## src/rtl/dual_fetch_queue.sv

```systemverilog
// Purpose : fetch front end; issues two-word fetches, buffers {inst,pc} pairs in a circular queue,
//           presents up to two in-order instructions per cycle to a dual-issue decoder.
// Latency : request -> entries visible at the outputs two clock edges later (one memory, one push).
// Backpressure: decode pops 0..2 per cycle; fetch is throttled so the queue can absorb every
//           response already in flight, so the queue never overflows.
// Ports   : clk/reset (sync, active-high); imem_req/imem_addr out, imem_rdata0/1 in (1-cycle latency);
//           redirect_valid/redirect_pc flush+restart; issue_pop = entries taken by decode;
//           inst0/pc0/inst0_valid = head entry, inst1/pc1/inst1_valid = head+1 entry.
module dual_fetch_queue #(
  parameter int unsigned DEPTH    = 8,
  parameter logic [31:0] RESET_PC = 32'h0000_0000
) (
  input  logic        clk,
  input  logic        reset,
  output logic        imem_req,
  output logic [31:0] imem_addr,
  input  logic [31:0] imem_rdata0,
  input  logic [31:0] imem_rdata1,
  input  logic        redirect_valid,
  input  logic [31:0] redirect_pc,
  input  logic [1:0]  issue_pop,
  output logic        inst0_valid,
  output logic [31:0] inst0,
  output logic [31:0] pc0,
  output logic        inst1_valid,
  output logic [31:0] inst1,
  output logic [31:0] pc1
);

  localparam int unsigned AW = $clog2(DEPTH);
  localparam int unsigned CW = AW + 1;

  logic [31:0]   fetch_pc_q, fetch_pc_d;
  logic [31:0]   req_addr_q, req_addr_d;
  logic          inflight_q, inflight_d;
  logic [AW-1:0] head_q, head_d;
  logic [AW-1:0] tail_q, tail_d;
  logic [CW-1:0] count_q, count_d;
  logic [31:0]   inst_mem_q [DEPTH];
  logic [31:0]   inst_mem_d [DEPTH];
  logic [31:0]   pc_mem_q   [DEPTH];
  logic [31:0]   pc_mem_d   [DEPTH];

  logic          push;
  logic [1:0]    pop_req;
  logic [1:0]    pop_eff;
  logic [CW+1:0] need;
  logic [CW:0]   count_wide;
  logic [AW-1:0] head_p1;
  logic [AW-1:0] tail_p1;

  // Low address bits of a redirect are dropped; fold them here so the drop is explicit.
  logic unused_redirect_lsbs;
  assign unused_redirect_lsbs = ^redirect_pc[1:0];

  // Reserve room for this request plus any response still in flight.
  always_comb begin
    need      = (CW+2)'(count_q) + (inflight_q ? (CW+2)'(4) : (CW+2)'(2));
    imem_req  = !reset && !redirect_valid && (need <= (CW+2)'(DEPTH));
    imem_addr = fetch_pc_q;
  end

  // Effective pop = min(issue_pop, count, 2); illegal requests are clamped here.
  always_comb begin
    pop_req = (issue_pop == 2'd3) ? 2'd2 : issue_pop;
    pop_eff = pop_req;
    if (count_q < CW'(pop_req)) begin
      pop_eff = count_q[1:0];
    end
  end

  assign push    = inflight_q && !redirect_valid;
  assign tail_p1 = tail_q + AW'(1);
  assign head_p1 = head_q + AW'(1);

  always_comb begin
    fetch_pc_d = fetch_pc_q;
    req_addr_d = req_addr_q;
    inflight_d = 1'b0;
    head_d     = head_q;
    tail_d     = tail_q;
    count_wide = (CW+1)'(count_q) - (CW+1)'(pop_eff) + (push ? (CW+1)'(2) : '0);
    count_d    = count_wide[CW-1:0];
    inst_mem_d = inst_mem_q;
    pc_mem_d   = pc_mem_q;

    if (redirect_valid) begin
      // Flush: the queue empties and any response landing this cycle is dropped.
      fetch_pc_d = {redirect_pc[31:2], 2'b00};
      head_d     = '0;
      tail_d     = '0;
      count_d    = '0;
    end else begin
      head_d = head_q + AW'(pop_eff);
      if (push) begin
        inst_mem_d[tail_q]  = imem_rdata0;
        pc_mem_d[tail_q]    = req_addr_q;
        inst_mem_d[tail_p1] = imem_rdata1;
        pc_mem_d[tail_p1]   = req_addr_q + 32'd4;
        tail_d              = tail_q + AW'(2);
      end
      if (imem_req) begin
        fetch_pc_d = fetch_pc_q + 32'd8;
        req_addr_d = fetch_pc_q;
        inflight_d = 1'b1;
      end
    end
  end

  always_ff @(posedge clk) begin
    if (reset) begin
      fetch_pc_q <= RESET_PC;
      req_addr_q <= '0;
      inflight_q <= 1'b0;
      head_q     <= '0;
      tail_q     <= '0;
      count_q    <= '0;
      for (int k = 0; k < DEPTH; k++) begin
        inst_mem_q[k] <= '0;
        pc_mem_q[k]   <= '0;
      end
    end else begin
      fetch_pc_q <= fetch_pc_d;
      req_addr_q <= req_addr_d;
      inflight_q <= inflight_d;
      head_q     <= head_d;
      tail_q     <= tail_d;
      count_q    <= count_d;
      inst_mem_q <= inst_mem_d;
      pc_mem_q   <= pc_mem_d;
    end
  end

  // Outputs depend only on queue registers; empty slots read as zero.
  always_comb begin
    inst0_valid = (count_q >= CW'(1));
    inst1_valid = (count_q >= CW'(2));
    inst0       = inst0_valid ? inst_mem_q[head_q]  : '0;
    pc0         = inst0_valid ? pc_mem_q[head_q]    : '0;
    inst1       = inst1_valid ? inst_mem_q[head_p1] : '0;
    pc1         = inst1_valid ? pc_mem_q[head_p1]   : '0;
  end

  a_pop_legal : assert property (@(posedge clk) disable iff (reset)
    !redirect_valid |-> (issue_pop != 2'd3 && CW'(issue_pop) <= count_q));

  a_no_overflow : assert property (@(posedge clk) disable iff (reset)
    redirect_valid || (count_wide <= (CW+1)'(DEPTH)));

endmodule

```

## config.mk

```make
export PLATFORM = sky130hd
export DESIGN_NAME = dual_fetch_queue
export DESIGN_NICKNAME = d
export VERILOG_FILES = /design/src/rtl/dual_fetch_queue.sv
export SDC_FILE = /design/constraint.sdc
export NUM_CORES = 1
export LEC_CHECK = 0
export CAP_MARGIN = 20
export CORE_MARGIN = 4
export CORE_UTILIZATION = 45
export CTS_BUF_LIST = sky130_fd_sc_hd__clkbuf_16
export DETAILED_ROUTE_END_ITERATION = 10
export PLACE_DENSITY_LB_ADDON = 0.2
export SYNTH_ARGS = -nofsm -noshare
export SYNTH_HDL_FRONTEND = slang
export SYNTH_SLANG_ARGS = --single-unit
```

## constraint.sdc

```tcl
create_clock -name clk -period 2.79 [get_ports clk]
set_input_delay 0.4185 -clock clk [delete_from_list [all_inputs] [get_ports clk]]
set_output_delay 0.4185 -clock clk [all_outputs]
set_load 0.03 [all_outputs]
```

### After elaboration in Yosys (flattened, before gate mapping)

Index checks and enable logic that the tools add are counted.

| storage, ports and cells | value |
|---|---|
| flip-flop bits (word level) | 587 |
| input port bits | 101 |
| output and inout port bits | 163 |
| logic and storage cells | 90 |

| operators by class | value |
|---|---|
| add/sub/neg operators | 9 |
| magnitude comparators | 10 |
| eq/ne operators | 1 |
| multiplexer cells | 31 |
| bitwise operators | 5 |
| reduce and logical (&&, ||, !) cells | 11 |

Operators by type and width:

| operator | count |
|---|---|
| $bwmux W256 | 4 |
| $mux W32 | 16 |
| $bmux W32 S3 | 4 |
| $demux W32 S3 | 2 |
| $add A32 B3 Y32 const B | 1 |
| $add A32 B4 Y32 const B | 1 |
| $ge A4 B4 Y1 const B | 4 |
| $not A3 Y4 | 4 |
| $lt A4 B1 Y1 const B | 2 |
| $add A3 B1 Y3 const B | 2 |
| $mux W2 | 3 |
| $add A4 B3 Y5 | 1 |
| $le A5 B4 Y1 const B | 1 |
| $logic_and A1 B1 Y1 | 5 |
| $add A4 B2 Y4 | 1 |
| $ge A4 B1 Y1 const B | 1 |
| $ge A4 B2 Y1 const B | 1 |
| $lt A4 B2 Y1 | 1 |
| $reduce_and A2 Y1 | 2 |
| $sub A4 B2 Y4 | 1 |
| $add A3 B2 Y3 | 1 |
| $add A3 B2 Y3 const B | 1 |
| $mux W3 | 1 |
| $eq A2 B2 Y1 const B | 1 |
| other kinds (5) | 6 |

### Logic depth before layout (Yosys ltp)

| depth | value |
|---|---|
| word-level depth | 7 |
| mapped depth | 13 |

### Worst setup path after synthesis

Ideal clock, no wire load.

| timing path | value |
|---|---|
| path type | reg-to-output |
| from | register inflight_q |
| to | output port imem_req |
| arrival time | 2289 ps |
| path slack | 82 ps |
| stages on the path, launching flop included | 9 |
| path buffers | 2 |
| cell sequence | dfxtp_1 -> inv_1 -> ha_1 -> fa_1 -> nor3_1 -> o221ai_2 -> inv_1 -> buf_2 -> buf_1 |

| on the way | value |
|---|---|
| word-level cells in the longest chain between the ends | 4 |

RTL lines:

| element | line | source |
|---|---|---|
| start, declared | 35 | `logic inflight_q, inflight_d;` |
| start signal, assigned | 125 | `inflight_q <= inflight_d;` |
| $mux W3 | 58 | `need = (CW+2)'(count_q) + (inflight_q ? (CW+2)'(4) : (CW+2)'(2));` |
| $add A4 B3 Y5 | 58 |  |
| $le A5 B4 Y1 | 59 | `imem_req = !reset && !redirect_valid && (need <= (CW+2)'(DEPTH));` |
| $logic_and A1 B1 Y1 | 59 |  |
| end, declared | 15 | `output logic imem_req,` |

Every way passes these cells.

### Final worst setup path

| timing path | value |
|---|---|
| from | register head_q[0] |
| to | output port inst0[20] |

| on the way | value |
|---|---|
| word-level cells in the longest chain between the ends | 5 |

RTL lines:

| element | line | source |
|---|---|---|
| start, declared | 36 | `logic [AW-1:0] head_q, head_d;` |
| start signal, assigned | 115 | `head_q <= '0;` |
| start signal, assigned | 126 | `head_q <= head_d;` |
| $not A3 Y4 (not written as such) | 138 | `inst0 = inst0_valid ? inst_mem_q[head_q] : '0;` |
| $bmux W32 S3 | 138 |  |
| $mux W32 (not written as such) (2 in a row) | 138 |  |
| $mux W32 | 138 |  |
| end, declared | 23 | `output logic [31:0] inst0,` |

Every way passes these cells. The select of a mux whose other input is x is not followed.

==> flow_metrics.py <==
metrics = {
    "layout": {
        "fin_nets": 3616,
        "syn2layout_area_growth_pct": 30.6,
        "fillCellCount": 5214,
        "multi_input_area_um2": 16600,
        "regArea_um2": 11300,
        "drive_above_1_share_pct": 25.9,
        "fin_util_pct": 59.7,
    },
    "sta": {
        "min_period_ns": 2.96,
        "rsz0062_at_grt": "yes",
        "layout_setup_ws_ns": -0.171,
        "hold_viol_final": 0,
        "timing.slew.headroom_pct": 38.6,
        "min_period_over_period_pct": 106,
        "drv_slew": 0,
        "max_freq_ghz": 0.338,
        "tightest_slew_ns": 0.920,
        "setup_viol": 112,
        "finalClockSkew_ns": 0.0301,
    },
    "power": {
        "pwr-share-seq_pct": 34.0,
        "pwr-share-clk_pct": 31.5,
        "p_total_w": 0.0251,
        "pwr-share-comb_pct": 34.5,
        "power.internal_w": 0.0168,
        "power.density_nw_per_um2": 677,
        "switchingPower_w": 0.00829,
        "cellLeakagePower_nw": 12.1,
        "ir_drop_v": 0.000539,
        "switching_share_pct": 33.0,
    },
    "global_route": {
        "first_global_vias": 26200,
        "antenna_found_initial": 4,
        "gr-total-overflow": 0,
        "grt_max_degree": 180,
        "grtUsageTotal_pct": 28.0,
        "grt_pass1_wl_um": 150000,
    },
    "place": {
        "io_buffers": 255,
        "routabilityCongestion": 0.850,
        "hpwl_um": 58300,
    },
    "clock_tree": {
        "cts_made_buffers": 60,
        "cts.sinks": 566,
        "insertion_delay_ns": 0.65,
        "h-tree-depth": 2,
        "cts_tree": "built",
        "root_buffer": "clkbuf_16",
        "clk_pin_slew_worst_paths_ns": 0.06,
        "clockBufferDepth": 3,
    },
    "route": {
        "drt_iter0_markers": 2342,
        "avgRoutedWirePerCell_um": 22.1,
        "via_count": 25900,
        "wl_um": 96700,
        "route.detailed.drc": 0,
        "routed_via_density": 5.90,
        "drtPass1Iterations": 5,
        "ant_nets": 0,
    },
    "critical_path": {
        "endpoint_kind": "output port",
        "path_class": "flop to output port",
        "worstPathRequired_ns": 2.37,
        "worstSetupStartpointType": "flop",
        "arrival_ns": 2.54,
        "worst-path-max-fanout": 20,
    },
    "logic_synthesis": {
        "synthFlopType": "dfxtp_1",
        "syn_area_per_cell_um2": 8.79,
        "synthDistinctLibCells": 54,
        "synth_edf_count": 0,
        "synthArstFlopShare_pct": 0,
        "netlist_instances": 3228,
        "syn_area_um2": 28400,
        "synth_warnings": 0,
        "synth-seq-area-share_pct": 39.9,
        "synth-seq-cells": 566,
    },
    "floorplanning": {
        "io_pins": 264,
        "die_h_um": 259,
        "core-area_um2": 62100,
        "start_util_pct": 45.7,
        "num_rows": 91,
        "die_area_um2": 67200,
        "die_w_um": 259,
    },
    "outcome": {
        "failed_checks": "setup timing",
        "run_status": "finished with violations",
    },
    "run": {
        "drv_cap": 0,
    },
    "min_path": {
        "hold_path.class": "input pin to flop",
    },
}
==> kinds of logic (layout without fill, tap and decap cells) <==
logic type / Yosys count / after routing / synth area share (%)
AND/OR/NAND/NOR: 1309 / 1309 / 18.4
multiplexers: 315 / 315 / 22.0
other: 1 / 8 / 0.0132
XOR/XNOR: 34 / 34 / 1.05
flip-flops: 566 / 566 / 39.9
adder cells (fa/ha/maj): 18 / 18 / 0.899
buffers and inverters: 329 / 640 / 4.82
AO/OA/AOI/OAI: 656 / 656 / 12.8
==> power groups by stage <==
stage | logic (W) | clock network [W] | registers (W)
global placement | 0.00600 | 0 | 0.00869
CTS | 0.00840 | 0.00803 | 0.00853
finish | 0.00864 | 0.00791 | 0.00854
detailed placement | 0.00608 | 0 | 0.00871
global route | 0.00907 | 0.00837 | 0.00856
floorplan | 0.00345 | 0 | 0.00868
==> critical path, cell delays in order, from the launching register on <==
cell             delay [ns]
dfxtp_4                0.42
buf_12                 0.20
buf_16                 0.19
mux4_2                 0.53
mux2i_2                0.20
nor2_1                 0.07
clkdlybuf4s15_2        0.28
==> cell usage after synthesis, drive strengths merged (8+ instances only) <==
cell type,n,area [um^2]
a31oi,15,93.8
xnor2,11,96.3
a211oi,104,781
o21ai,15,75.1
nand4,25,156
clkbuf,186,699
dfxtp,566,11300
nand2,975,3660
inv,21,78.8
nor3,15,75.1
nand3,21,115
xor2,23,201
a21oi,500,2500
mux4,248,5590
and3,8,51.3
buf,121,587
ha,14,175
nor2,219,825
mux2i,65,651
and2,14,87.6
==> through the flow <==
step           instance area (um^2)  worst slack, ns  cells  setup TNS (ns)  hold WS, ns
4_1_cts                       36500           -0.244   4360          -15.00       0.0311
3_3_place_gp                  32400           -0.349   4151          -0.604        0.449
3_5_place_dp                  32400           -0.316   4151          -0.558        0.457
6_report                      37100           -0.171   4383           -8.88       0.0652
5_1_grt                       37100           -0.242   4382          -18.40       0.0515
2_1_floorplan                 28400           0.0820   3233               0        0.443
==> registers in the layout (all words and copies together) (netlist names) <==
register    cells
count_q         4
req_addr_q     30
head_q          3
pc_mem_q      240
inst_mem_q    256
tail_q          2
inflight_q      1
imem_addr      30
==> cell type report <==
type / instances / area share [%]
clock buffers: 61 / 4.12
clock inverters: 48 / 1.06
diodes: 2 / 0.0135
flip-flops and latches: 566 / 30.6
multi-input cells: 2338 / 44.7
well taps: 837 / 2.83
inverters: 22 / 0.230
repair buffers: 509 / 16.4
==> worst paths after layout <==
kind / startpoint / to / cells past startpoint / slack, ns
worst max-delay path: head_q[0] / inst0[20] / 6 / -0.17
worst min-delay path: reset / imem_addr[11] / 2 / 0.07
worst max register to register: count_q[1] / count_q[3] / 10 / 0.17
worst min register to register: inst_mem_q[177] / inst_mem_q[177] / 2 / 0.47
==> routing by layer <==
metal / GRT usage (%) / share of wire (%) / vias to the layer above
li1: - / - / 11800
met1: 35.0 / 38 / 12700
met2: 48.7 / 51 / 1145
met3: 4.34 / 7.4 / 218
met4: 11.3 / 3.5 / 4
met5: 0 / 0.032 / -
==> repair_timing <==
item,CTS,global route
gates resized for setup,558,189
setup buffers,79,28
pin swaps,64,69
endpoints found under the setup margin,124,129
cloned,21,3
hold buffers,0,0
==> cells in the final DEF, fill, tap and decap left out, types with 32 or more instances in the layout <==
| cell | synthesis | routed |
|---|---|---|
| a211oi_1 | 104 | 104 |
| a21oi_1 | 500 | 446 |
| a21oi_2 | 0 | 32 |
| buf_12 | 0 | 74 |
| buf_4 | 6 | 153 |
| buf_6 | 0 | 88 |
| clkbuf_16 | 0 | 64 |
| clkdlybuf4s50_1 | 0 | 128 |
| dfxtp_1 | 566 | 563 |
| inv_1 | 21 | 35 |
| mux2i_1 | 65 | 48 |
| mux4_2 | 248 | 248 |
| nand2_1 | 975 | 881 |
| nand2_2 | 0 | 90 |
| nor2_1 | 218 | 208 |
No activity file was read; power rests on OpenSTA's default activity.
